`src/rtl/rx_ipv4_if.sv`:
```
// Byte-wide AXI-Stream bundle shared by the input and payload sides of rx_ipv4.
`timescale 1ns/1ps
interface rx_ipv4_if;
  logic [7:0] tdata;
  logic       tvalid;
  logic       tready;
  logic       tlast;
  logic       tuser;

  modport master (output tdata, tvalid, tlast, tuser, input tready);
  modport slave  (input tdata, tvalid, tlast, tuser, output tready);
endinterface

```
`src/rtl/rx_ipv4.sv`:
```
// IPv4 header stripper: parses and validates the header, forwards only the payload
// through a single output register, and drops rejected frames up to their tlast.
`timescale 1ns/1ps
module rx_ipv4 #(
  parameter logic [31:0] LOCAL_IP   = 32'hC0A80102,
  parameter logic [7:0]  PROTOCOL   = 8'h11,
  parameter bit          CHECK_DEST = 1'b1
) (
  input  logic        s_axis_aclk,
  input  logic        s_axis_areset,
  input  logic        ip_enable,
  rx_ipv4_if.slave    s_axis,
  rx_ipv4_if.master   m_axis,
  output logic [31:0] IP_SrcAddr,
  output logic [31:0] IP_DestAddr,
  output logic [15:0] IP_TotLen,
  output logic [7:0]  IP_Protocol,
  output logic [7:0]  IP_TTL,
  output logic [3:0]  IP_HdrLen,
  output logic        pkt_ok,
  output logic        pkt_err,
  output logic [2:0]  err_code
);

  typedef enum logic [2:0] {IDLE, HEADER, OPTIONS, PAYLOAD, DROP} state_t;

  state_t      state;
  logic [5:0]  cnt;
  logic [15:0] csum;
  logic [7:0]  csum_hi;
  logic [3:0]  ver_sh, ihl_sh;
  logic [15:0] totlen_sh, frag_sh;
  logic [7:0]  ttl_sh, proto_sh;
  logic [31:0] src_sh, dst_sh;
  logic [15:0] remaining;
  logic        first_byte;
  logic [7:0]  out_data;
  logic        out_valid, out_last, out_user;

  logic        core_ready, accept, hdr_last;
  logic [16:0] csum_add;
  logic [15:0] csum_next, hdr_bytes;
  logic [31:0] dst_now;
  logic [2:0]  val_err;

  assign core_ready = (state == PAYLOAD) ? (~out_valid | m_axis.tready) : 1'b1;
  assign accept     = s_axis.tvalid & core_ready;

  assign s_axis.tready = ip_enable ? core_ready : m_axis.tready;
  assign m_axis.tdata  = ip_enable ? out_data  : s_axis.tdata;
  assign m_axis.tvalid = ip_enable ? out_valid : s_axis.tvalid;
  assign m_axis.tlast  = ip_enable ? out_last  : s_axis.tlast;
  assign m_axis.tuser  = ip_enable ? out_user  : s_axis.tuser;

  // One end-around-carry fold per word keeps the running sum within 16 bits.
  assign csum_add  = {1'b0, csum} + {1'b0, csum_hi, s_axis.tdata};
  assign csum_next = csum_add[15:0] + {15'd0, csum_add[16]};

  assign hdr_bytes = {10'd0, ihl_sh, 2'b00};
  assign dst_now   = (state == HEADER) ? {dst_sh[23:0], s_axis.tdata} : dst_sh;
  assign hdr_last  = ((state == HEADER) && (cnt == 6'd19) && (ihl_sh <= 4'd5)) ||
                     ((state == OPTIONS) && (cnt == ({ihl_sh, 2'b00} - 6'd1)));

  // Evaluated on the final header/option byte, so the sum includes that byte.
  always_comb begin
    val_err = 3'd0;
    if ((ver_sh != 4'd4) || (ihl_sh < 4'd5) || (totlen_sh <= hdr_bytes))
      val_err = 3'd1;
    else if (csum_next != 16'hFFFF)
      val_err = 3'd2;
    else if ((proto_sh != PROTOCOL) ||
             (CHECK_DEST && (dst_now != LOCAL_IP) && (dst_now != 32'hFFFFFFFF)))
      val_err = 3'd3;
    else if (frag_sh[13] || (frag_sh[12:0] != 13'd0))
      val_err = 3'd4;
  end

  always_ff @(posedge s_axis_aclk or posedge s_axis_areset) begin
    if (s_axis_areset) begin
      state       <= IDLE;
      cnt         <= '0;
      csum        <= '0;
      csum_hi     <= '0;
      ver_sh      <= '0;
      ihl_sh      <= '0;
      totlen_sh   <= '0;
      frag_sh     <= '0;
      ttl_sh      <= '0;
      proto_sh    <= '0;
      src_sh      <= '0;
      dst_sh      <= '0;
      remaining   <= '0;
      first_byte  <= 1'b0;
      out_data    <= '0;
      out_valid   <= 1'b0;
      out_last    <= 1'b0;
      out_user    <= 1'b0;
      IP_SrcAddr  <= '0;
      IP_DestAddr <= '0;
      IP_TotLen   <= '0;
      IP_Protocol <= '0;
      IP_TTL      <= '0;
      IP_HdrLen   <= '0;
      pkt_ok      <= 1'b0;
      pkt_err     <= 1'b0;
      err_code    <= '0;
    end else begin
      pkt_ok  <= 1'b0;
      pkt_err <= 1'b0;
      if (m_axis.tready)
        out_valid <= 1'b0;
      if (!ip_enable) begin
        state     <= IDLE;
        out_valid <= 1'b0;
      end else if (accept) begin
        case (state)
          IDLE: begin
            if (s_axis.tuser) begin
              if (s_axis.tlast) begin
                pkt_err  <= 1'b1;
                err_code <= 3'd5;
              end else begin
                state      <= HEADER;
                cnt        <= 6'd1;
                csum       <= '0;
                csum_hi    <= s_axis.tdata;
                ver_sh     <= s_axis.tdata[7:4];
                ihl_sh     <= s_axis.tdata[3:0];
                first_byte <= 1'b1;
              end
            end
          end
          HEADER, OPTIONS: begin
            cnt <= cnt + 6'd1;
            if (cnt[0])
              csum <= csum_next;
            else
              csum_hi <= s_axis.tdata;
            if (state == HEADER) begin
              case (cnt)
                6'd2:  totlen_sh[15:8] <= s_axis.tdata;
                6'd3:  totlen_sh[7:0]  <= s_axis.tdata;
                6'd6:  frag_sh[15:8]   <= s_axis.tdata;
                6'd7:  frag_sh[7:0]    <= s_axis.tdata;
                6'd8:  ttl_sh          <= s_axis.tdata;
                6'd9:  proto_sh        <= s_axis.tdata;
                6'd12, 6'd13, 6'd14, 6'd15: src_sh <= {src_sh[23:0], s_axis.tdata};
                6'd16, 6'd17, 6'd18, 6'd19: dst_sh <= {dst_sh[23:0], s_axis.tdata};
                default: ;
              endcase
            end
            if (s_axis.tlast) begin
              pkt_err  <= 1'b1;
              err_code <= 3'd5;
              state    <= IDLE;
            end else if (hdr_last) begin
              if (val_err == 3'd0) begin
                IP_SrcAddr  <= src_sh;
                IP_DestAddr <= dst_now;
                IP_TotLen   <= totlen_sh;
                IP_Protocol <= proto_sh;
                IP_TTL      <= ttl_sh;
                IP_HdrLen   <= ihl_sh;
                pkt_ok      <= 1'b1;
                remaining   <= totlen_sh - hdr_bytes;
                state       <= PAYLOAD;
              end else begin
                pkt_err  <= 1'b1;
                err_code <= val_err;
                state    <= DROP;
              end
            end else if ((state == HEADER) && (cnt == 6'd19)) begin
              state <= OPTIONS;
            end
          end
          PAYLOAD: begin
            out_data   <= s_axis.tdata;
            out_valid  <= 1'b1;
            out_user   <= first_byte;
            out_last   <= (remaining == 16'd1) | s_axis.tlast;
            first_byte <= 1'b0;
            remaining  <= remaining - 16'd1;
            // A frame shorter than TotLen still ends the payload cleanly, but is flagged.
            if (s_axis.tlast) begin
              state <= IDLE;
              if (remaining != 16'd1) begin
                pkt_err  <= 1'b1;
                err_code <= 3'd5;
              end
            end else if (remaining == 16'd1) begin
              state <= DROP;
            end
          end
          DROP: begin
            if (s_axis.tlast)
              state <= IDLE;
          end
          default: state <= IDLE;
        endcase
      end
    end
  end

endmodule

```
`src/flat_wrapper.sv`:
```
// flat-port wrapper written by rule: the top's interface ports become plain ports
module rx_ipv4_flat 
#(
  parameter logic [31:0] LOCAL_IP   = 32'hC0A80102,
  parameter logic [7:0]  PROTOCOL   = 8'h11,
  parameter bit          CHECK_DEST = 1'b1
)
  (s_axis_aclk, s_axis_areset, ip_enable, IP_SrcAddr, IP_DestAddr, IP_TotLen, IP_Protocol, IP_TTL, IP_HdrLen, pkt_ok, pkt_err, err_code, s_axis_tdata, s_axis_tvalid, s_axis_tlast, s_axis_tuser, s_axis_tready, m_axis_tdata, m_axis_tvalid, m_axis_tlast, m_axis_tuser, m_axis_tready);
  rx_ipv4_if s_axis_i ();
  rx_ipv4_if m_axis_i ();
  input  logic s_axis_aclk;
  input  logic s_axis_areset;
  input  logic ip_enable;
  output logic [31:0] IP_SrcAddr;
  output logic [31:0] IP_DestAddr;
  output logic [15:0] IP_TotLen;
  output logic [7:0] IP_Protocol;
  output logic [7:0] IP_TTL;
  output logic [3:0] IP_HdrLen;
  output logic pkt_ok;
  output logic pkt_err;
  output logic [2:0] err_code;
  input wire logic [$bits(s_axis_i.tdata)-1:0] s_axis_tdata;
  input wire logic [$bits(s_axis_i.tvalid)-1:0] s_axis_tvalid;
  input wire logic [$bits(s_axis_i.tlast)-1:0] s_axis_tlast;
  input wire logic [$bits(s_axis_i.tuser)-1:0] s_axis_tuser;
  output wire logic [$bits(s_axis_i.tready)-1:0] s_axis_tready;
  output wire logic [$bits(m_axis_i.tdata)-1:0] m_axis_tdata;
  output wire logic [$bits(m_axis_i.tvalid)-1:0] m_axis_tvalid;
  output wire logic [$bits(m_axis_i.tlast)-1:0] m_axis_tlast;
  output wire logic [$bits(m_axis_i.tuser)-1:0] m_axis_tuser;
  input wire logic [$bits(m_axis_i.tready)-1:0] m_axis_tready;
  assign s_axis_i.tdata = s_axis_tdata;
  assign s_axis_i.tvalid = s_axis_tvalid;
  assign s_axis_i.tlast = s_axis_tlast;
  assign s_axis_i.tuser = s_axis_tuser;
  assign s_axis_tready = s_axis_i.tready;
  assign m_axis_tdata = m_axis_i.tdata;
  assign m_axis_tvalid = m_axis_i.tvalid;
  assign m_axis_tlast = m_axis_i.tlast;
  assign m_axis_tuser = m_axis_i.tuser;
  assign m_axis_i.tready = m_axis_tready;
  rx_ipv4 #(.LOCAL_IP(LOCAL_IP), .PROTOCOL(PROTOCOL), .CHECK_DEST(CHECK_DEST)) u_core (.s_axis_aclk(s_axis_aclk), .s_axis_areset(s_axis_areset), .ip_enable(ip_enable), .s_axis(s_axis_i), .m_axis(m_axis_i), .IP_SrcAddr(IP_SrcAddr), .IP_DestAddr(IP_DestAddr), .IP_TotLen(IP_TotLen), .IP_Protocol(IP_Protocol), .IP_TTL(IP_TTL), .IP_HdrLen(IP_HdrLen), .pkt_ok(pkt_ok), .pkt_err(pkt_err), .err_code(err_code));
endmodule
```
`config.mk`:
```
export PLATFORM = sky130hd
export DESIGN_NAME = rx_ipv4_flat
export DESIGN_NICKNAME = d
export VERILOG_FILES = /design/src/rtl/rx_ipv4_if.sv /design/src/rtl/rx_ipv4.sv /design/src/flat_wrapper.sv
export SDC_FILE = /design/constraint.sdc
export NUM_CORES = 1
export LEC_CHECK = 0
export CAP_MARGIN = 20
export CORE_MARGIN = 2
export CORE_UTILIZATION = 27
export DETAILED_ROUTE_END_ITERATION = 16
export PLACE_DENSITY_LB_ADDON = 0.12
export SLEW_MARGIN = 20
export SYNTH_ARGS = -nofsm -noshare
export SYNTH_HDL_FRONTEND = slang
export SYNTH_SLANG_ARGS = --single-unit
```
`constraint.sdc`:
```
create_clock -name s_axis_aclk -period 21.2 [get_ports s_axis_aclk]
set_input_delay 2.12 -clock s_axis_aclk [delete_from_list [all_inputs] [get_ports s_axis_aclk]]
set_output_delay 2.12 -clock s_axis_aclk [all_outputs]
set_load 0.02 [all_outputs]
```
==> run_results.csv, run 1 <==
group,metric,value,unit
grt,overflow,0,
sta,finalSetupTns,0,ns
setup_path,critical_path_class,"in -> reg",
floorplanning,start_util,27.4,%
power_and_ir_drop,peakVddDrop,0.0496,mV
synthesis,synth-edff-count,0,
setup_path,crit_family,"buffers and inverters",
setup_path,reg2reg_slack,14.97,ns
place,postPlaceCellArea,0.0162,mm^2
floorplanning,fp.dieArea,0.0543,mm^2
clocking,htreeDepth,2,
sta,post-route-period-util,39.6,%
clocking,cts_hold_buf,0,
sta,hold_viol,0,
synthesis,synth_cell_types,82,
power_and_ir_drop,p_per_area,83.3,mW/mm^2
route,vias,9673,
setup_path,cp-end-kind,"flip-flop",
place,dpl.hpwl,25500,um
final_layout,antennaDiodeCount,0,
floorplanning,fp-row-count,83,
synthesis,yosys-top-cells-count,"dfrtp_1, mux2_2, nand2_1, inv_1, nor2_1",
grt,grt_pass1_wl,58300,um
place,port_buffers,131,
synthesis,synth_top_cells_by_area,"dfrtp_1, mux2_2, mux2_4",
sta,rsz0062_at_grt,"no",
route,ant_nets,0,
synthesis,yosysTopAreaCellShare,50.2,%
synthesis,synth_flop_cell,"dfrtp_1",
final_layout,nets,1399,
setup_path,cpMostUsedCell,"a21o_1",
route,detail_route.wl_per_cell,17.8,um
clocking,cts.clk_slew.worst_paths,0.06,ns
synthesis,avgSynthCellArea,11.6,um^2
clocking,ctsRootBufferMaster,"clkbuf_16",
floorplanning,die_w,233,um
power_and_ir_drop,p_leak,8.28,nW
synthesis,netlist_area,0.0142,mm^2
clocking,post_cts_buffers,0,
sta,relSlewSlack,27.7,%
synthesis,synth-seq-area-share,50.2,%
setup_path,slowest_stage,"buf_4",
sta,setup_viol_count_final,0,
setup_path,reg2reg_from,"u_core.csum[0]$_DFFE_PP0P_",
synthesis,syn_inst,1216,
grt,track_usage,13.9,%
worst_hold_path,holdCritPathClass,"reg -> reg",
route,drc,0,
grt,antenna_found_initial,0,
worst_hold_path,holdCritStartpoint,"u_core.IP_DestAddr[31]$_DFFE_PP0P_",
sta,period_needed,8.40,ns
grt,grt_pass1_vias,9739,
clocking,cts_resized,0,
setup_path,crit_fanout,59,
job,drv_cap,0,
synthesis,syn-num-nets,1263,
route,routed_via_density,4.70,
place,finalWeightedCongestion,0.829,
synthesis,synth_warnings,0,
setup_path,r2r-end,"u_core.IP_SrcAddr[1]$_DFFE_PP0P_",
synthesis,synth_async_sr_flop_share,100,%
setup_path,path_buf_inv,4,
clocking,clock_path_buffers,3,
setup_path,start_kind,"input pin",
route,drtPass1Iterations,4,
floorplanning,die_h,233,um
sta,skew,0.0156,ns
final_layout,drive_above_1_share,22.3,%
clocking,clock_latency,0.55,ns
setup_path,worstPathCellList,"clkdlybuf4s50_1, clkinv_1, fa_1, nand2b_1, a21o_1, a21o_1, a21o_1, a21oi_1, o21ai_0, nand2b_1, a21o_1, ha_1, nor2b_1, and2_1, nand3_1, or2_2, nor3_2, o31ai_4, nand4b_1, buf_4, buf_4, mux2_4",
setup_path,cp.arrival,8.83,ns
grt,grt_max_degree,98,
route,routed_wl,36700,um
sta,timing.fmax,0.119,GHz
setup_path,worstPathRequired,21.63,ns
route,drt_iter0_markers,517,
final_layout,fin_area,0.0174,mm^2
clocking,cts_buffers,35,
clocking,cts_tree,"done",
worst_hold_path,min_to,"u_core.IP_DestAddr[31]$_DFFE_PP0P_",
synthesis,synth_most_common_cell,"dfrtp_1",
setup_path,cpPeakStageDelay,0.85,ns
synthesis,synth_seq_cells,284,
sta,slew_violations,0,
final_layout,area_growth,22.8,%
synthesis,synth_top_cell_by_area,"dfrtp_1",
floorplanning,core_area,0.0516,mm^2
run_status,status,"completed",
worst_hold_path,holdPathStages,1,
setup_path,reg2regPathDepth,22,
sta,worstMarginPinSlew,1.08,ns
floorplanning,io_pins,132,
clocking,clock_sink_count,284,
==> state kept, by name, summed over array words and instances, names as in the netlist, 6 cells and up <==
name	flops
u_core.IP_DestAddr	32
u_core.IP_Protocol	8
u_core.IP_SrcAddr	32
u_core.IP_TTL	8
u_core.IP_TotLen	16
u_core.cnt	6
u_core.csum	16
u_core.csum_hi	8
u_core.dst_sh	32
u_core.frag_sh	14
u_core.out_data	8
u_core.proto_sh	8
u_core.remaining	16
u_core.src_sh	32
u_core.totlen_sh	16
u_core.ttl_sh	8
==> layout make-up <==
type	count	area (um^2)
Tap cell	680	851
Inverter	64	248
Timing Repair Buffer	152	1470
Multi-Input combinational cell	815	6550
Sequential cell	284	7110
Fill cell	5216	34200
Clock buffer	48	1000
Clock inverter	15	165
==> power by group <==
part | switching [mW] | internal (mW)
sequential | 0.0248 | 0.564
clock | 0.241 | 0.359
combinational | 0.158 | 0.101
==> metrics by stage <==
stage                     power [mW]  utilization, %  instances  hold WS (ns)  setup slack (ns)
after global placement         0.858            31.4       1995         0.448             12.38
after floorplan                0.779               -       1216         0.450             11.24
after detailed placement       0.859            31.4       1995         0.451             12.20
after global routing            1.53            33.7       2058         0.479             12.33
final                           1.45            33.7       2058         0.460             12.80
after CTS                       1.48            33.7       2058         0.467             12.79
==> layer usage <==
metal	part of all wire, %	track usage [%]	vias up	wire (um)
li1	-	-	4641	-
met1	49	19.5	4842	17800
met2	46	21.9	149	16800
met3	3.5	2.11	41	1280
met4	2.1	4.50	0	762
met5	0	0	-	0
==> cells by family (layout without fill, tap and decap cells) <==
group / count (synthesis) / in the layout / synth area share [%]
xor+xnor: 40 / 40 / 2.62
fa+ha+maj: 32 / 32 / 2.93
buf+inv: 117 / 279 / 3.69
simple gates: 339 / 339 / 12.5
compound gates: 184 / 184 / 9.26
mux: 220 / 220 / 18.8
flops: 284 / 284 / 50.2
==> worst register-to-register path, cell delays in order, from the launching register on <==
cell      delay [ns]
dfrtp_1         0.36
ha_1            0.19
inv_1           0.07
fa_1            0.42
nand2b_1        0.20
a21o_1          0.22
a21o_1          0.23
a21o_1          0.18
a21oi_1         0.12
o21ai_0         0.08
nand2b_1        0.08
a21o_1          0.12
ha_1            0.16
nor2b_1         0.18
and2_1          0.27
nand3_1         0.22
or2_2           0.39
nor3_2          0.40
o31ai_4         0.14
nand4b_1        0.13
buf_4           0.62
buf_4           0.93
mux2_4          0.41
==> worst max-delay path by stage <==
stage,slack [ns],cells after the start,end,from
after floorplan,11.24,1,u_core.IP_DestAddr[0]$_DFFE_PP0P_,s_axis_areset
after global placement,12.38,22,u_core.IP_SrcAddr[25]$_DFFE_PP0P_,s_axis_tdata[1]
after detailed placement,12.20,22,u_core.IP_SrcAddr[10]$_DFFE_PP0P_,s_axis_tdata[1]
after CTS,12.79,22,u_core.IP_SrcAddr[26]$_DFFE_PP0P_,s_axis_tdata[1]
after global routing,12.33,22,u_core.IP_SrcAddr[18]$_DFFE_PP0P_,s_axis_tdata[1]
final,12.80,22,u_core.IP_SrcAddr[1]$_DFFE_PP0P_,s_axis_tdata[1]
==> placed cells by master (no fill, tap or decap), drive strengths merged, types with 6 or more instances in the layout <==
cell	instances
a211oi	6
a21o	9
a21oi	33
a31oi	9
and2	16
and3	7
buf	21
clkbuf	48
clkdlybuf4s50	131
clkinv	13
dfrtp	284
ha	30
inv	64
mux2	191
mux2i	29
nand2	77
nand2b	27
nand3	31
nand4	18
nor2	63
nor2b	8
nor3	33
nor4	22
o211ai	7
o21ai	64
o221ai	15
or2	6
or3	6
or4	9
xnor2	20
xor2	19
Power figures use the tool's default switching activity.
==> run 2: changes to the inputs <==
clock period = 8.81 ns   (was 21.2 ns; I/O delays follow)
==> run_results.csv, run 2 (same netlist as run 1, synthesis figures left out) <==
group,metric,value,unit
grt,antenna_found_initial,0,
setup_path,critical_path.startpoint,"s_axis_tdata[1]",
place,finalWeightedCongestion,0.845,
sta,rsz0062_at_grt,"no",
route,routed_via_density,4.66,
setup_path,reg2reg_from,"u_core.csum[0]$_DFFE_PP0P_",
clocking,htreeDepth,2,
setup_path,slowest_stage,"clkdlybuf4s50_1",
floorplanning,start_util,27.4,%
clocking,clock_path_buffers,3,
power_and_ir_drop,peakVddDrop,0.0993,mV
power_and_ir_drop,p_per_area,200,mW/mm^2
clocking,clock_sink_count,284,
sta,timing.fmax,0.160,GHz
route,ant_nets,0,
route,drt_iter0_markers,457,
route,routed_wl,37100,um
route,drc,0,
floorplanning,core_area,0.0516,mm^2
clocking,post_cts_buffers,0,
clocking,cts_tree,"done",
sta,holdWs,0.466,ns
setup_path,reg2regPathDepth,21,
setup_path,critical_path_class,"in -> reg",
worst_hold_path,holdCritPathClass,"reg -> reg",
grt,track_usage,14.0,%
sta,hold_viol,0,
job,drv_cap,0,
final_layout,drive_above_1_share,21.9,%
setup_path,crit_path_end,"u_core.IP_SrcAddr[1]$_DFFE_PP0P_",
sta,worstMarginPinSlew,1.08,ns
setup_path,reg2reg_slack,3.47,ns
sta,fin_ws,2.57,ns
final_layout,multi_input_area,0.00655,mm^2
setup_path,crit_family,"simple AND/OR/NAND/NOR gates",
floorplanning,io_pins,132,
grt,grt_max_degree,132,
route,vias,9577,
sta,setup_viol_count_final,0,
setup_path,worstPathRequired,9.23,ns
floorplanning,fp.dieArea,0.0543,mm^2
final_layout,layout_common_cells,"dfrtp_1, mux2_2, clkdlybuf4s50_1",
clocking,cts_hold_buf,0,
floorplanning,die_h,233,um
clocking,clock_latency,0.54,ns
setup_path,cp.arrival,6.66,ns
clocking,cts_resized,0,
setup_path,worstPathCellList,"clkdlybuf4s50_1, clkinv_1, fa_1, nand2b_1, a21o_1, a21o_1, a21o_1, a21oi_1, o21ai_0, nand2b_1, a21o_1, ha_1, nor2b_1, and2_1, nand3_1, or2_2, nor3_2, o31ai_4, nand4b_1, buf_12, mux2_4",
grt,grt_pass1_vias,9909,
setup_path,crit_fanout,100,
route,detail_route.wl_per_cell,18.1,um
final_layout,area_growth,22.7,%
clocking,cts_buffers,35,
power_and_ir_drop,p_leak,8.26,nW
route,drtPass1Iterations,5,
floorplanning,fp-row-count,83,
final_layout,fillers,5127,
setup_path,start_kind,"input pin",
final_layout,regArea,0.00711,mm^2
grt,overflow,0,
grt,grt_pass1_wl,59300,um
sta,post-route-period-util,70.9,%
sta,skew,0.0131,ns
final_layout,layout_commonest_cell,"dfrtp_1",
setup_path,r2r-end,"u_core.IP_SrcAddr[1]$_DFFE_PP0P_",
sta,slew_violations,0,
setup_path,path_depth,21,
run_status,status,"completed",
place,dpl.hpwl,25400,um
setup_path,path_buf_inv,3,
place,post-place-ws,2.01,ns
setup_path,cp-end-kind,"flip-flop",
setup_path,cpPeakStageDelay,0.64,ns
sta,period_needed,6.24,ns
sta,finalSetupTns,0,ns
place,port_buffers,131,
setup_path,cpMostUsedCell,"a21o_1",
sta,relSlewSlack,27.7,%
final_layout,antennaDiodeCount,0,
floorplanning,die_w,233,um
clocking,ctsRootBufferMaster,"clkbuf_16",
final_layout,nets,1400,
clocking,cts.clk_slew.worst_paths,0.06,ns
[run 2: metal layers]
metal | vias to the layer above | track usage [%] | part of all wire, %
li1 | 4653 | - | -
met1 | 4725 | 19.6 | 49
met2 | 153 | 21.9 | 46
met3 | 46 | 2.77 | 3.7
met4 | 0 | 3.76 | 2.0
met5 | - | 0 | 0
[run 2: how the worst min path moves through the flow]
stage | to | slack [ns] | startpoint | depth (start not counted)
global route | u_core.IP_DestAddr[30]$_DFFE_PP0P_ | 0.49 | u_core.IP_DestAddr[30]$_DFFE_PP0P_ | 1
detailed placement | u_core.IP_DestAddr[23]$_DFFE_PP0P_ | 0.45 | u_core.IP_DestAddr[23]$_DFFE_PP0P_ | 1
floorplan | u_core.ttl_sh[1]$_DFFE_PP0P_ | 0.45 | u_core.ttl_sh[1]$_DFFE_PP0P_ | 2
finish | u_core.IP_Protocol[0]$_DFFE_PP0P_ | 0.47 | u_core.IP_Protocol[0]$_DFFE_PP0P_ | 1
CTS | u_core.IP_DestAddr[21]$_DFFE_PP0P_ | 0.47 | u_core.IP_DestAddr[21]$_DFFE_PP0P_ | 1
global placement | u_core.IP_DestAddr[21]$_DFFE_PP0P_ | 0.45 | u_core.IP_DestAddr[21]$_DFFE_PP0P_ | 1
[run 2: area by class of cell]
cell class	count	share of cell area, %
Clock inverter	10	0.720
Inverter	64	1.43
Multi-Input combinational cell	815	37.7
Timing Repair Buffer	153	8.57
Tap cell	680	4.90
Sequential cell	284	40.9
Clock buffer	51	5.79
[run 2: per-stage QoR]
| step | instances | utilization (%) | instance area [um^2] | total power, mW |
|---|---|---|---|---|
| 2_1_floorplan | 1216 | - | 14200 | 1.88 |
| 3_3_place_gp | 1996 | 31.5 | 16200 | 2.07 |
| 3_5_place_dp | 1996 | 31.5 | 16200 | 2.07 |
| 4_1_cts | 2057 | 33.7 | 17400 | 3.53 |
| 5_1_grt | 2057 | 33.7 | 17400 | 3.68 |
| 6_report | 2057 | 33.7 | 17400 | 3.47 |
[run 2: report_power, final]
| part | internal (mW) | switching, mW |
|---|---|---|
| sequential | 1.36 | 0.0556 |
| clock | 0.856 | 0.575 |
| combinational | 0.243 | 0.385 |
==> run 3: changes to the inputs <==
clock period = 5.9 ns   (was 8.81 ns; I/O delays follow)
==> run_results.csv, run 3 (same netlist as run 1, synthesis figures left out) <==
group,metric,value,unit
final_layout,antennaDiodeCount,0,
final_layout,multi_input_area,0.00655,mm^2
final_layout,layout_common_cells,"dfrtp_1, mux2_2, clkdlybuf4s50_1",
worst_hold_path,holdPathStages,1,
route,drt_iter0_markers,509,
place,dpl.hpwl,26200,um
power_and_ir_drop,sw_frac_of_total,29.6,%
grt,grt_pass1_wl,59700,um
grt,busiest_layer,"met2",
setup_path,reg2regPathDepth,24,
route,detail_route.wl_per_cell,18.1,um
final_layout,nets,1421,
grt,met1_usage,19.3,%
sta,worstMarginPinSlew,1.04,ns
power_and_ir_drop,combPwrFrac,18.3,%
clocking,cts.clk_slew.worst_paths,0.05,ns
floorplanning,fp-row-count,83,
floorplanning,die_w,233,um
clocking,htreeDepth,2,
sta,period_needed,5.19,ns
sta,relSlewSlack,30.6,%
sta,timing.fmax,0.193,GHz
setup_path,cp.arrival,5.65,ns
sta,slew_violations,0,
place,place_inst,2015,
sta,rsz0062_at_grt,"no",
final_layout,fin_cells,2075,
grt,grt_pass1_vias,10137,
setup_path,cp-end-kind,"flip-flop",
power_and_ir_drop,p_leak,8.40,nW
floorplanning,start_util,27.4,%
floorplanning,core_area,0.0516,mm^2
final_layout,area_growth,24.4,%
setup_path,crit_fanout,14,
grt,met2_usage,22.6,%
sta,fin_ws,0.708,ns
clocking,cts_hold_buf,0,
final_layout,regArea,0.00711,mm^2
sta,setup_viol_count_final,0,
clocking,post_cts_buffers,0,
final_layout,fillers,5141,
setup_path,worstPathRequired,6.36,ns
clocking,cts_buffers,37,
power_and_ir_drop,clkPwrFrac,40.9,%
floorplanning,io_pins,132,
sta,hold_viol,0,
place,finalWeightedCongestion,0.812,
power_and_ir_drop,internal_power,3.64,mW
final_layout,postLayoutCoreUtil,34.1,%
clocking,cts_tree,"done",
clocking,clock_sink_count,284,
setup_path,critical_path_class,"in -> reg",
route,routed_wl,37500,um
run_status,status,"completed",
clocking,ctsRootBufferMaster,"clkbuf_16",
power_and_ir_drop,peakVddDrop,0.158,mV
place,post-place-ws,0.173,ns
setup_path,start_kind,"input pin",
route,routed_via_density,4.75,
route,drc,0,
clocking,cts_resized,0,
sta,finalSetupTns,0,ns
power_and_ir_drop,p_seq_share,40.9,%
clocking,clock_path_buffers,3,
grt,overflow,0,
floorplanning,die_h,233,um
worst_hold_path,holdCritPathClass,"reg -> reg",
grt,gr-usage-met3,2.21,%
grt,track_usage,14.1,%
clocking,clock_latency,0.55,ns
final_layout,drive_above_1_share,23.1,%
route,vias,9847,
grt,antenna_found_initial,0,
route,ant_nets,0,
final_layout,layout_commonest_cell,"dfrtp_1",
power_and_ir_drop,p_per_area,294,mW/mm^2
sta,skew,0.0213,ns
route,drtPass1Iterations,5,
sta,post-route-period-util,88.0,%
grt,grt_max_degree,104,
power_and_ir_drop,p_switching,1.53,mW
floorplanning,fp.dieArea,0.0543,mm^2
job,drv_cap,0,
place,port_buffers,131,
-- run 3: worst paths after layout --
kind,end,from,slack (ns)
min in group asynchronous,u_core.IP_DestAddr[5]$_DFFE_PP0P_,s_axis_areset,0.56
max in group asynchronous,u_core.IP_DestAddr[1]$_DFFE_PP0P_,s_axis_areset,4.06
setup / recovery,u_core.IP_DestAddr[16]$_DFFE_PP0P_,s_axis_tdata[1],0.71
hold / removal,u_core.IP_DestAddr[30]$_DFFE_PP0P_,u_core.IP_DestAddr[30]$_DFFE_PP0P_,0.46
hold reg to reg,u_core.IP_DestAddr[30]$_DFFE_PP0P_,u_core.IP_DestAddr[30]$_DFFE_PP0P_,0.46
setup reg to reg,u_core.IP_DestAddr[16]$_DFFE_PP0P_,u_core.csum[0]$_DFFE_PP0P_,1.07
-- run 3: metal layers --
layer  share of wire (%)  vias up
li1                    -     4696
met3                 3.9       47
met5                   0        -
met4                 2.5        0
met1                  47     4891
met2                  46      213
-- run 3: area by class of cell --
cell class                 instances  share of cell area (%)
sequential                       284                    40.3
multi-input combinational        815                    37.2
timing repair buffer             172                    9.83
clock buffer                      51                    5.89
tap                              680                    4.83
inverter                          64                    1.38
clock inverter                     9                   0.547
-- run 3: critical path: stages --
cell and delay, ns:
clkdlybuf4s50_1 0.67, clkinv_1 0.19, fa_1 0.48, nand2b_1 0.20
a21o_1 0.21, a21o_1 0.23, a21o_1 0.19, a21oi_1 0.13
o21ai_0 0.08, nand2b_1 0.09, a21o_1 0.13, ha_1 0.16
ha_1 0.16, buf_4 0.11, o21a_1 0.15, nand3_1 0.10
o21ba_2 0.22, a211oi_1 0.46, nor4b_1 0.13, nand4b_1 0.18
buf_12 0.18, buf_12 0.19, buf_12 0.17, mux2i_1 0.20
-- run 3: stage by stage --
stage	instance area, um^2	hold WS (ns)	total power [mW]
3_3_place_gp	16500	0.450	3.11
2_1_floorplan	14200	0.450	2.80
6_report	17600	0.464	5.18
4_1_cts	17600	0.466	5.28
3_5_place_dp	16500	0.451	3.11
5_1_grt	17600	0.483	5.48
-- run 3: power groups by stage --
stage / Combinational, mW / Clock [mW] / Sequential, mW
3_5_place_dp: 0.958 / 0 / 2.15
2_1_floorplan: 0.691 / 0 / 2.11
5_1_grt: 1.06 / 2.29 / 2.13
3_3_place_gp: 0.958 / 0 / 2.15
6_report: 0.945 / 2.11 / 2.12
4_1_cts: 0.962 / 2.20 / 2.12
